==> src/rtl/alu_arbiter.sv <==
// Round-robin arbiter sharing one combinational ALU between NREQ requesters.
// One op in flight; the registered result returns on a per-requester valid/ready channel.
module alu_arbiter #(
   parameter int NREQ = 2,
   parameter int DW   = 32,
   parameter int FW   = 4
) (
   input  logic                      clk,
   input  logic                      resetn,
   input  logic [NREQ-1:0]           req_valid,
   output logic [NREQ-1:0]           req_ready,
   input  logic [NREQ-1:0][FW-1:0]   req_fun,
   input  logic [NREQ-1:0][DW-1:0]   req_op1,
   input  logic [NREQ-1:0][DW-1:0]   req_op2,
   output logic [NREQ-1:0]           rsp_valid,
   input  logic [NREQ-1:0]           rsp_ready,
   output logic [DW-1:0]             rsp_data,
   output logic [FW-1:0]             alu_fun,
   output logic [DW-1:0]             alu_op1,
   output logic [DW-1:0]             alu_op2,
   input  logic [DW-1:0]             alu_out
);

   localparam int PW = (NREQ > 1) ? $clog2(NREQ) : 1;

   typedef enum logic {IDLE, RESP} state_t;

   state_t        state;
   logic [PW-1:0] owner;
   logic [PW-1:0] ptr;
   logic [PW-1:0] scan;
   logic [PW-1:0] gnt_idx;
   logic [PW-1:0] sel;
   logic          gnt_any;
   logic          accept;
   logic          take;

   always_comb begin
      accept  = (state == IDLE) || rsp_ready[owner];
      gnt_any = 1'b0;
      gnt_idx = '0;
      scan    = '0;
      // first valid requester at or after the rr pointer, wrapping at NREQ
      for (int unsigned i = 0; i < NREQ; i++) begin
         scan = PW'((32'(ptr) + i) % NREQ);
         if (!gnt_any && req_valid[scan]) begin
            gnt_any = 1'b1;
            gnt_idx = scan;
         end
      end
      take = accept && gnt_any;

      req_ready = '0;
      if (take && resetn)
         req_ready[gnt_idx] = 1'b1;

      rsp_valid = '0;
      if (state == RESP)
         rsp_valid[owner] = 1'b1;

      sel     = take ? gnt_idx : '0;
      alu_fun = req_fun[sel];
      alu_op1 = req_op1[sel];
      alu_op2 = req_op2[sel];
   end

   always_ff @(posedge clk or negedge resetn) begin
      if (!resetn) begin
         state    <= IDLE;
         owner    <= '0;
         ptr      <= '0;
         rsp_data <= '0;
      end else if (take) begin
         state    <= RESP;
         owner    <= gnt_idx;
         rsp_data <= alu_out;
         ptr      <= (gnt_idx == PW'(NREQ - 1)) ? '0 : gnt_idx + 1'b1;
      end else if (state == RESP && rsp_ready[owner]) begin
         state <= IDLE;
      end
   end

endmodule
==> config.mk <==
export PLATFORM = sky130hd
export DESIGN_NAME = alu_arbiter
export DESIGN_NICKNAME = d
export VERILOG_FILES = /design/src/rtl/alu_arbiter.sv
export SDC_FILE = /design/constraint.sdc
export NUM_CORES = 1
export LEC_CHECK = 0
export BUFFER_PORTS_ARGS = -buffer_cell sky130_fd_sc_hd__clkbuf_2
export CORE_AREA = 2 2 107 109
export DETAILED_ROUTE_END_ITERATION = 8
export DIE_AREA = 0 0 109 111
export PLACE_DENSITY = 0.66
export SLEW_MARGIN = 25
export SYNTH_ARGS = -nofsm -noshare
export SYNTH_HDL_FRONTEND = slang
export SYNTH_SLANG_ARGS = --single-unit
==> constraint.sdc <==
create_clock -name clk -period 3.3 [get_ports clk]
set_input_delay 0.66 -clock clk [delete_from_list [all_inputs] [get_ports clk]]
set_output_delay 0.66 -clock clk [all_outputs]
set_load 0.01 [all_outputs]
==> out/summary.log, run 1 <==
qor: run_status.status finished, final reports clean
qor: pwr.total_power 1.90 mW
qor: layout.layout-area-overhead-vs-synth 78.4%
qor: layout.multi_input_area 1260 um2
qor: global_routing.use_met2 24.3%
qor: place.final_gp_congestion 0.920
qor: global_routing.grt_usage 14.2%
qor: synthesis.yosys.area_share.simple 2.09%
qor: synthesis.syn_area_per_cell 13.4 um2
qor: layout.layout-drive-gt1-share 83.2%
qor: critical_path.path_cells clkbuf_2 > mux2_4 > o211ai_4 > buf_4 > mux2_2 > clkbuf_2
qor: global_routing.maximum_number_of_pins_on_one_net_before_global_route_repair 36
qor: clock_tree.cts_tree built
qor: clock_tree.clk_pin_slew_worst_paths 0.05 ns
qor: clock_tree.numCtsBuffers 5
qor: synthesis.post-synth-top-area-cell sky130_fd_sc_hd__mux2_2
qor: flow_run.drv_cap 0
qor: detailed_routing.route.final.wire_length 9.21 mm
qor: critical_path.worst-path-max-fanout 13
qor: detailed_routing.post-route-drc-count 0
qor: detailed_routing.detail-route-antenna-nets 0
qor: layout.mostFrequentLayoutCells sky130_fd_sc_hd__clkbuf_2 (277), sky130_fd_sc_hd__mux2_2 (80), sky130_fd_sc_hd__dfrtp_1 (35)
qor: clock_tree.numClockSinks 35
qor: critical_path.setup.reg_to_reg.worst_slack 1.62 ns
qor: floorplanning.start_util 20.0%
qor: critical_path.worst_setup_path_end_kind primary output
qor: global_routing.met1_usage 16.9%
qor: timing.timing.final.max_slew_violations 0
qor: clock_tree.cts_max_level 2
qor: detailed_routing.initialDrtViolationCount 91
qor: layout.instances_no_fill 596
qor: timing.final-hold-violation-count 0
qor: timing.final.hold.worst_slack 0.471 ns
qor: timing.final-setup-viol-count 0
qor: layout.final_common_cell sky130_fd_sc_hd__clkbuf_2
qor: clock_tree.postCtsHoldBufs 0
qor: critical_path.worst_setup_path_start_kind primary input
qor: place.port_buffers 277
qor: synthesis.synth.ff_latch_count 35
qor: detailed_routing.wl_per_cell 15.5 um
qor: pwr.power.density_cell_area 481 nW/um2
qor: critical_path.cpPeakStageDelay 0.45 ns
qor: timing.grt_setup_unrepaired no
qor: timing.setup_slack 0.379 ns
qor: layout.final-seq-area 876 um2
qor: critical_path.cp.required 2.64 ns
qor: critical_path.crit_top_cell sky130_fd_sc_hd__clkbuf_2
qor: detailed_routing.avgViaCountPerCell 4.25
qor: timing.clock.fmax 342 MHz
qor: critical_path.crit_cells 6
qor: synthesis.yosys.area.top_type_share 40.6%
qor: layout.antennaDiodeCount 0
qor: synthesis.largest_family_of_logic_cells_by_synthesized_area multiplexers
qor: floorplanning.floorplan.core_area 11100 um2
qor: synthesis.syn-cell-area 2220 um2
qor: global_routing.grt_pass1_wl 13.4 mm
qor: critical_path.ff2ff_path_depth 4
qor: layout.num-nets-final 626
qor: critical_path.crit_path_end alu_op1[7]
qor: critical_path.crit-reg2reg-launch owner$_DFFE_PN0P_
qor: global_routing.global_route.peak_usage_layer met2
qor: critical_path.setup.worst_path.class in2out
qor: synthesis.share_of_the_synthesized_area_in_compound_gates_ao_oa_aoi_oai 3.16%
qor: global_routing.grt.overflow.total 0
qor: synthesis.synth_mux_area_share 51.4%
qor: timing.timing.final.crit_share 88.5%
qor: pwr.vdd_ir_drop_max 0.320 mV
qor: floorplanning.floorplan.die.height 111 um
qor: critical_path.rr_endpoint rsp_data[25]$_DFFE_PN0P_
qor: detailed_routing.drt_first_pass_iters 4
qor: synthesis.synthDistinctLibCells 20
qor: global_routing.initial_antenna_violation_count 0
qor: place.hpwl 8.08 mm
qor: clock_tree.max_buffers_root_to_sink 2
qor: worst_hold_path.hold_path_class in2async
qor: timing.final_period_minus_worst_setup_slack 2.92 ns
qor: floorplanning.floorplan.die_area 12100 um2
qor: timing.clock_skew 0.00302 ns
qor: global_routing.grt_pass1_vias 2564
qor: floorplanning.top_level_ports 278
qor: floorplanning.horizontal_die_dimension 109 um
qor: clock_tree.postCtsSetupBuffers 0
qor: detailed_routing.vias 2532
qor: timing.tightestPinTransition 0.523 ns
qor: critical_path.cp_num_buf_inv 3
qor: synthesis.ys_warn_count 0
qor: synthesis.synth_adder_area_share 0%
qor: critical_path.timing.critical_path.slowest_stage_cell sky130_fd_sc_hd__o211ai_4
qor: pwr.power.leakage 2.15 nW
qor: clock_tree.worst_skew_pair.late_latency 0.27 ns
qor: layout.nFillCells 1150
qor: synthesis.post_synth_main_area_contributors sky130_fd_sc_hd__mux2_2 (41%), sky130_fd_sc_hd__dfrtp_1 (39%), sky130_fd_sc_hd__mux2_1 (10%), sky130_fd_sc_hd__buf_6 (1.5%), sky130_fd_sc_hd__buf_4 (1.4%)
qor: floorplanning.floorplan.rows 39
qor: critical_path.cp.arrival 2.26 ns
qor: global_routing.grtUsageMet3 5.35%
qor: synthesis.synthCells 166
qor: synthesis.synth_xor_xnor_area_share 0%
qor: clock_tree.cts_resized 0
qor: synthesis.synth_seq_area_share 39.5%
qor: timing.max_slew_margin 65.0%
qor: critical_path.crit_path_start rsp_ready[0]
qor: place.detailedPlace.worstSlack 0.342 ns
qor: clock_tree.clock-root-buffer sky130_fd_sc_hd__clkbuf_16
qor: place.placedCellCount 588
qor: synthesis.mappedNetlistNets 340
qor: timing.setup-tns-final 0 ns
qor: critical_path.crit_family multiplexers
## per-stage QoR
step	utilization, %	area [um2]
after floorplan	-	2220
after global placement	34.5	3820
after detailed placement	34.5	3820
after CTS	35.7	3960
after global routing	35.7	3960
final	35.7	3960
## flip-flops by register name, summed over array words and instances, names as in the netlist
register,count
ptr,1
owner,1
state,1
rsp_data,32
## synthesized netlist by cell type
master / n
sky130_fd_sc_hd__mux2_2: 80
sky130_fd_sc_hd__dfrtp_1: 35
sky130_fd_sc_hd__mux2_1: 20
sky130_fd_sc_hd__buf_4: 4
sky130_fd_sc_hd__buf_2: 3
sky130_fd_sc_hd__buf_6: 3
sky130_fd_sc_hd__nor2_1: 3
sky130_fd_sc_hd__o21ai_0: 3
sky130_fd_sc_hd__a21oi_1: 2
sky130_fd_sc_hd__inv_1: 2
sky130_fd_sc_hd__nand2b_1: 2
sky130_fd_sc_hd__a31oi_1: 1
sky130_fd_sc_hd__and2_1: 1
sky130_fd_sc_hd__mux2_4: 1
sky130_fd_sc_hd__nand2_1: 1
sky130_fd_sc_hd__nor3_1: 1
sky130_fd_sc_hd__nor3b_1: 1
sky130_fd_sc_hd__o211ai_4: 1
sky130_fd_sc_hd__o22a_1: 1
sky130_fd_sc_hd__o2bb2ai_1: 1
## worst min-delay path by stage
stage,startpoint,to,cells after the start
2_1_floorplan,resetn,owner$_DFFE_PN0P_,0
3_3_place_gp,ptr$_DFFE_PN0P_,ptr$_DFFE_PN0P_,1
3_5_place_dp,ptr$_DFFE_PN0P_,ptr$_DFFE_PN0P_,1
4_1_cts,ptr$_DFFE_PN0P_,ptr$_DFFE_PN0P_,1
5_1_grt,ptr$_DFFE_PN0P_,ptr$_DFFE_PN0P_,1
6_report,resetn,rsp_data[23]$_DFFE_PN0P_,2
## layout make-up
cell class	instances	area share (%)
inverters	2	0.190
flip-flops and latches	35	22.1
multi-input cells	119	31.8
well taps	143	4.52
clock buffers	7	3.35
repair buffers	289	37.9
clock inverters	1	0.126
## kinds of logic (layout without fill, tap and decap cells)
kind of cell           after synthesis  count (layout)
muxes                              101             101
DFF                                 35              35
buffers and inverters               12             299
AOI/OAI and AO/OA                    9               9
and+or+nand+nor                      9               9
## where the power goes
group          total [mW]  switching (mW)  internal [mW]
Sequential          0.596          0.0597          0.536
Combinational       0.863           0.397          0.466
Clock               0.444           0.166          0.279
Total                1.90           0.622           1.28
## layer usage
metal,wire length [um],up-vias
li1,-,1181
met1,3520,1188
met2,4440,152
met3,1140,11
met4,113,0
met5,0,-
(Power assumes the default switching activity.)
==> run 2, diff against run 1 <==
--- a/config.mk
+++ b/config.mk
@@ -9,7 +9,7 @@
 export CORE_AREA = 2 2 107 109
 export DETAILED_ROUTE_END_ITERATION = 8
 export DIE_AREA = 0 0 109 111
-export PLACE_DENSITY = 0.66
+export SETUP_SLACK_MARGIN = 0.4
 export SLEW_MARGIN = 25
 export SYNTH_ARGS = -nofsm -noshare
 export SYNTH_HDL_FRONTEND = slang
==> constraint.sdc (replaced) <==
create_clock -name clk -period 3.3 [get_ports clk]
set_input_delay 0.825 -clock clk [delete_from_list [all_inputs] [get_ports clk]]
set_output_delay 0.825 -clock clk [all_outputs]
set_load 0.01 [all_outputs]
==> run 2 against run 1 <==
Core utilization is 8.2 points higher. Register-to-register slack worse by 0.11 ns. Fmax is 6.2% lower. Critical path depth is 2 higher. Clock power is 2% lower. Largest power group unchanged.
==> out/summary.log, run 2 (synthesized netlist as in run 1, its figures left out) <==
qor: run_status.status finished, final reports clean [unchanged]
qor: detailed_routing.vias 2634 [was 2532]
qor: layout.layout-drive-gt1-share 87.9% [was 83.2%]
qor: clock_tree.max_buffers_root_to_sink 2 [unchanged]
qor: layout.final_common_cell sky130_fd_sc_hd__clkbuf_2 [unchanged]
qor: worst_hold_path.hold_path_class reg2reg [was in2async]
qor: global_routing.grt_usage 16.2% [was 14.2%]
qor: timing.final-hold-violation-count 0 [unchanged]
qor: global_routing.maximum_number_of_pins_on_one_net_before_global_route_repair 36 [unchanged]
qor: clock_tree.numCtsBuffers 5 [unchanged]
qor: critical_path.worst_setup_path_start_kind primary input [unchanged]
qor: timing.timing.final.crit_share 94.4% [was 88.5%]
qor: clock_tree.postCtsHoldBufs 0 [unchanged]
qor: timing.setup-tns-final 0 ns [unchanged]
qor: critical_path.crit_top_cell sky130_fd_sc_hd__buf_6 [was sky130_fd_sc_hd__clkbuf_2]
qor: clock_tree.cts_tree built [unchanged]
qor: critical_path.worst-path-max-fanout 8 [was 13]
qor: clock_tree.clock-root-buffer sky130_fd_sc_hd__clkbuf_16 [unchanged]
qor: clock_tree.cts_max_level 2 [unchanged]
qor: layout.final-seq-area 876 um2 [unchanged]
qor: layout.num-nets-final 635 [was 626]
qor: timing.final-setup-viol-count 0 [unchanged]
qor: pwr.vdd_ir_drop_max 0.335 mV [was 0.320 mV]
qor: place.detailedPlace.worstSlack 0.109 ns [was 0.342 ns]
qor: flow_run.drv_cap 0 [unchanged]
qor: detailed_routing.drt_first_pass_iters 4 [unchanged]
qor: floorplanning.floorplan.rows 39 [unchanged]
qor: critical_path.cp.required 2.47 ns [was 2.64 ns]
qor: clock_tree.numClockSinks 35 [unchanged]
qor: critical_path.worst_setup_path_end_kind primary output [unchanged]
qor: timing.clock.fmax 321 MHz [was 342 MHz]
qor: detailed_routing.detail-route-antenna-nets 0 [unchanged]
qor: clock_tree.clk_pin_slew_worst_paths 0.05 ns [about the same]
qor: timing.tightestPinTransition 0.449 ns [was 0.523 ns]
qor: pwr.power.density_cell_area 469 nW/um2 [was 481 nW/um2]
qor: floorplanning.top_level_ports 278 [unchanged]
qor: critical_path.timing.critical_path.slowest_stage_cell sky130_fd_sc_hd__mux2_4 [was sky130_fd_sc_hd__o211ai_4]
qor: global_routing.grt_pass1_vias 2599 [was 2564]
qor: floorplanning.horizontal_die_dimension 109 um [unchanged]
qor: layout.antennaDiodeCount 0 [unchanged]
qor: layout.nFillCells 1047 [was 1150]
qor: critical_path.crit_path_start rsp_ready[0] [unchanged]
qor: place.hpwl 8.16 mm [was 8.08 mm]
qor: global_routing.grt.overflow.total 0 [unchanged]
qor: critical_path.cpPeakStageDelay 0.31 ns [was 0.45 ns]
qor: floorplanning.floorplan.die_area 12100 um2 [unchanged]
qor: layout.multi_input_area 1500 um2 [was 1260 um2]
qor: global_routing.initial_antenna_violation_count 0 [unchanged]
qor: critical_path.cp.arrival 2.29 ns [was 2.26 ns]
qor: detailed_routing.avgViaCountPerCell 4.35 [was 4.25]
qor: layout.final_core_utilization 44.0% [was 35.7%]
qor: detailed_routing.route.final.wire_length 10.9 mm [was 9.21 mm]
qor: critical_path.path_cells buf_6 > mux2_4 > o211ai_4 > buf_6 > buf_6 > buf_16 > mux2_4 > buf_6 [was clkbuf_2 > mux2_4 > o211ai_4 > buf_4 > mux2_2 > clkbuf_2]
qor: layout.mostFrequentLayoutCells sky130_fd_sc_hd__clkbuf_2 (218), sky130_fd_sc_hd__mux2_4 (66), sky130_fd_sc_hd__buf_6 (62) [was sky130_fd_sc_hd__clkbuf_2 (277), sky130_fd_sc_hd__mux2_2 (80), sky130_fd_sc_hd__dfrtp_1 (35)]
qor: clock_tree.worst_skew_pair.late_latency 0.27 ns [about the same]
qor: floorplanning.floorplan.core_area 11100 um2 [unchanged]
qor: timing.final.hold.worst_slack 0.481 ns [was 0.471 ns]
qor: critical_path.crit-reg2reg-launch owner$_DFFE_PN0P_ [unchanged]
qor: global_routing.grt_pass1_wl 14.5 mm [was 13.4 mm]
qor: critical_path.crit_family buffers and inverters [was multiplexers]
qor: place.final_gp_congestion 0.927 [was 0.920]
qor: layout.largest_register_ff_count 32 [unchanged]
qor: critical_path.setup.worst_path.class in2out [unchanged]
qor: timing.setup_slack 0.186 ns [was 0.379 ns]
qor: timing.max_slew_margin 70.1% [was 65.0%]
qor: detailed_routing.post-route-drc-count 0 [unchanged]
qor: place.port_buffers 277 [unchanged]
qor: floorplanning.start_util 20.0% [unchanged]
qor: timing.clock_skew 0.00289 ns [was 0.00302 ns]
qor: pwr.power.leakage 2.73 nW [was 2.15 nW]
qor: layout.layout-area-overhead-vs-synth 119% [was 78.4%]
qor: timing.timing.final.max_slew_violations 0 [unchanged]
qor: worst_hold_path.worst_hold_startpoint ptr$_DFFE_PN0P_
qor: critical_path.cp_num_buf_inv 5 [was 3]
qor: timing.final_period_minus_worst_setup_slack 3.11 ns [was 2.92 ns]
qor: floorplanning.floorplan.die.height 111 um [unchanged]
qor: detailed_routing.initialDrtViolationCount 71 [was 91]
qor: timing.grt_setup_unrepaired yes [was no]
qor: detailed_routing.wl_per_cell 18.0 um [was 15.5 um]
qor: layout.top_register rsp_data [unchanged]
[run 2: cell count changes in the layout (fill, tap and decap cells not counted), sizes merged]
| cell | delta |
|---|---|
| buf | +66 |
| clkbuf | -57 |
[run 2: cell type report]
| class | instances | share of cell area (%) |
|---|---|---|
| repair buffers | 298 | 44.5 |
| clock inverters | 1 | 0.103 |
| well taps | 143 | 3.68 |
| flip-flops and latches | 35 | 18.0 |
| multi-input cells | 119 | 30.8 |
| clock buffers | 7 | 2.72 |
| inverters | 2 | 0.154 |
[run 2: per-stage QoR]
step	instance area [um2]	instances	total power [mW]
2_1_floorplan	2220	166	1.07
3_3_place_gp	3740	579	1.43
3_5_place_dp	3740	579	1.45
4_1_cts	4380	603	2.14
5_1_grt	4870	605	2.41
6_report	4870	605	2.28
[run 2: final timing paths]
check | endpoint | slack (ns) | cells past startpoint
setup / recovery | alu_op1[29] | 0.19 | 8
hold / removal | ptr$_DFFE_PN0P_ | 0.48 | 1
setup reg to reg | rsp_data[30]$_DFFE_PN0P_ | 1.51 | 5
hold reg to reg | ptr$_DFFE_PN0P_ | 0.48 | 1
max in group asynchronous | rsp_data[5]$_DFFE_PN0P_ | 2.36 | 2
min in group asynchronous | rsp_data[15]$_DFFE_PN0P_ | 0.62 | 2
[run 2: routing by layer]
metal | vias up | GRT usage [%] | wire length [um] | share of wire [%]
met5 | - | 0 | 0 | 0
met4 | 0 | 3.85 | 203 | 1.9
met3 | 15 | 4.94 | 888 | 8.1
met2 | 147 | 28.6 | 5570 | 51
met1 | 1269 | 18.8 | 4240 | 39
li1 | 1203 | - | - | -
[run 2: worst reg2reg max path, cell delays in order, from the launching register on]
cell and delay [ns]:
sky130_fd_sc_hd__dfrtp_1 0.41, sky130_fd_sc_hd__mux2_4 0.24, sky130_fd_sc_hd__buf_4 0.12, sky130_fd_sc_hd__o22a_1 0.12
sky130_fd_sc_hd__buf_4 0.36, sky130_fd_sc_hd__mux2_2 0.41
[run 2: timing repair]
action	in CTS	in global routing
endpoints found under the setup margin	67	68
resized for setup	61	148
buffers inserted	8	0
hold endpoints to repair	0	0
pin swaps	1	1
cloned	8	2
[run 2: report_power, final]
part | internal, mW | switching (mW)
sequential | 0.536 | 0.0561
combinational | 0.758 | 0.495
clock | 0.278 | 0.158
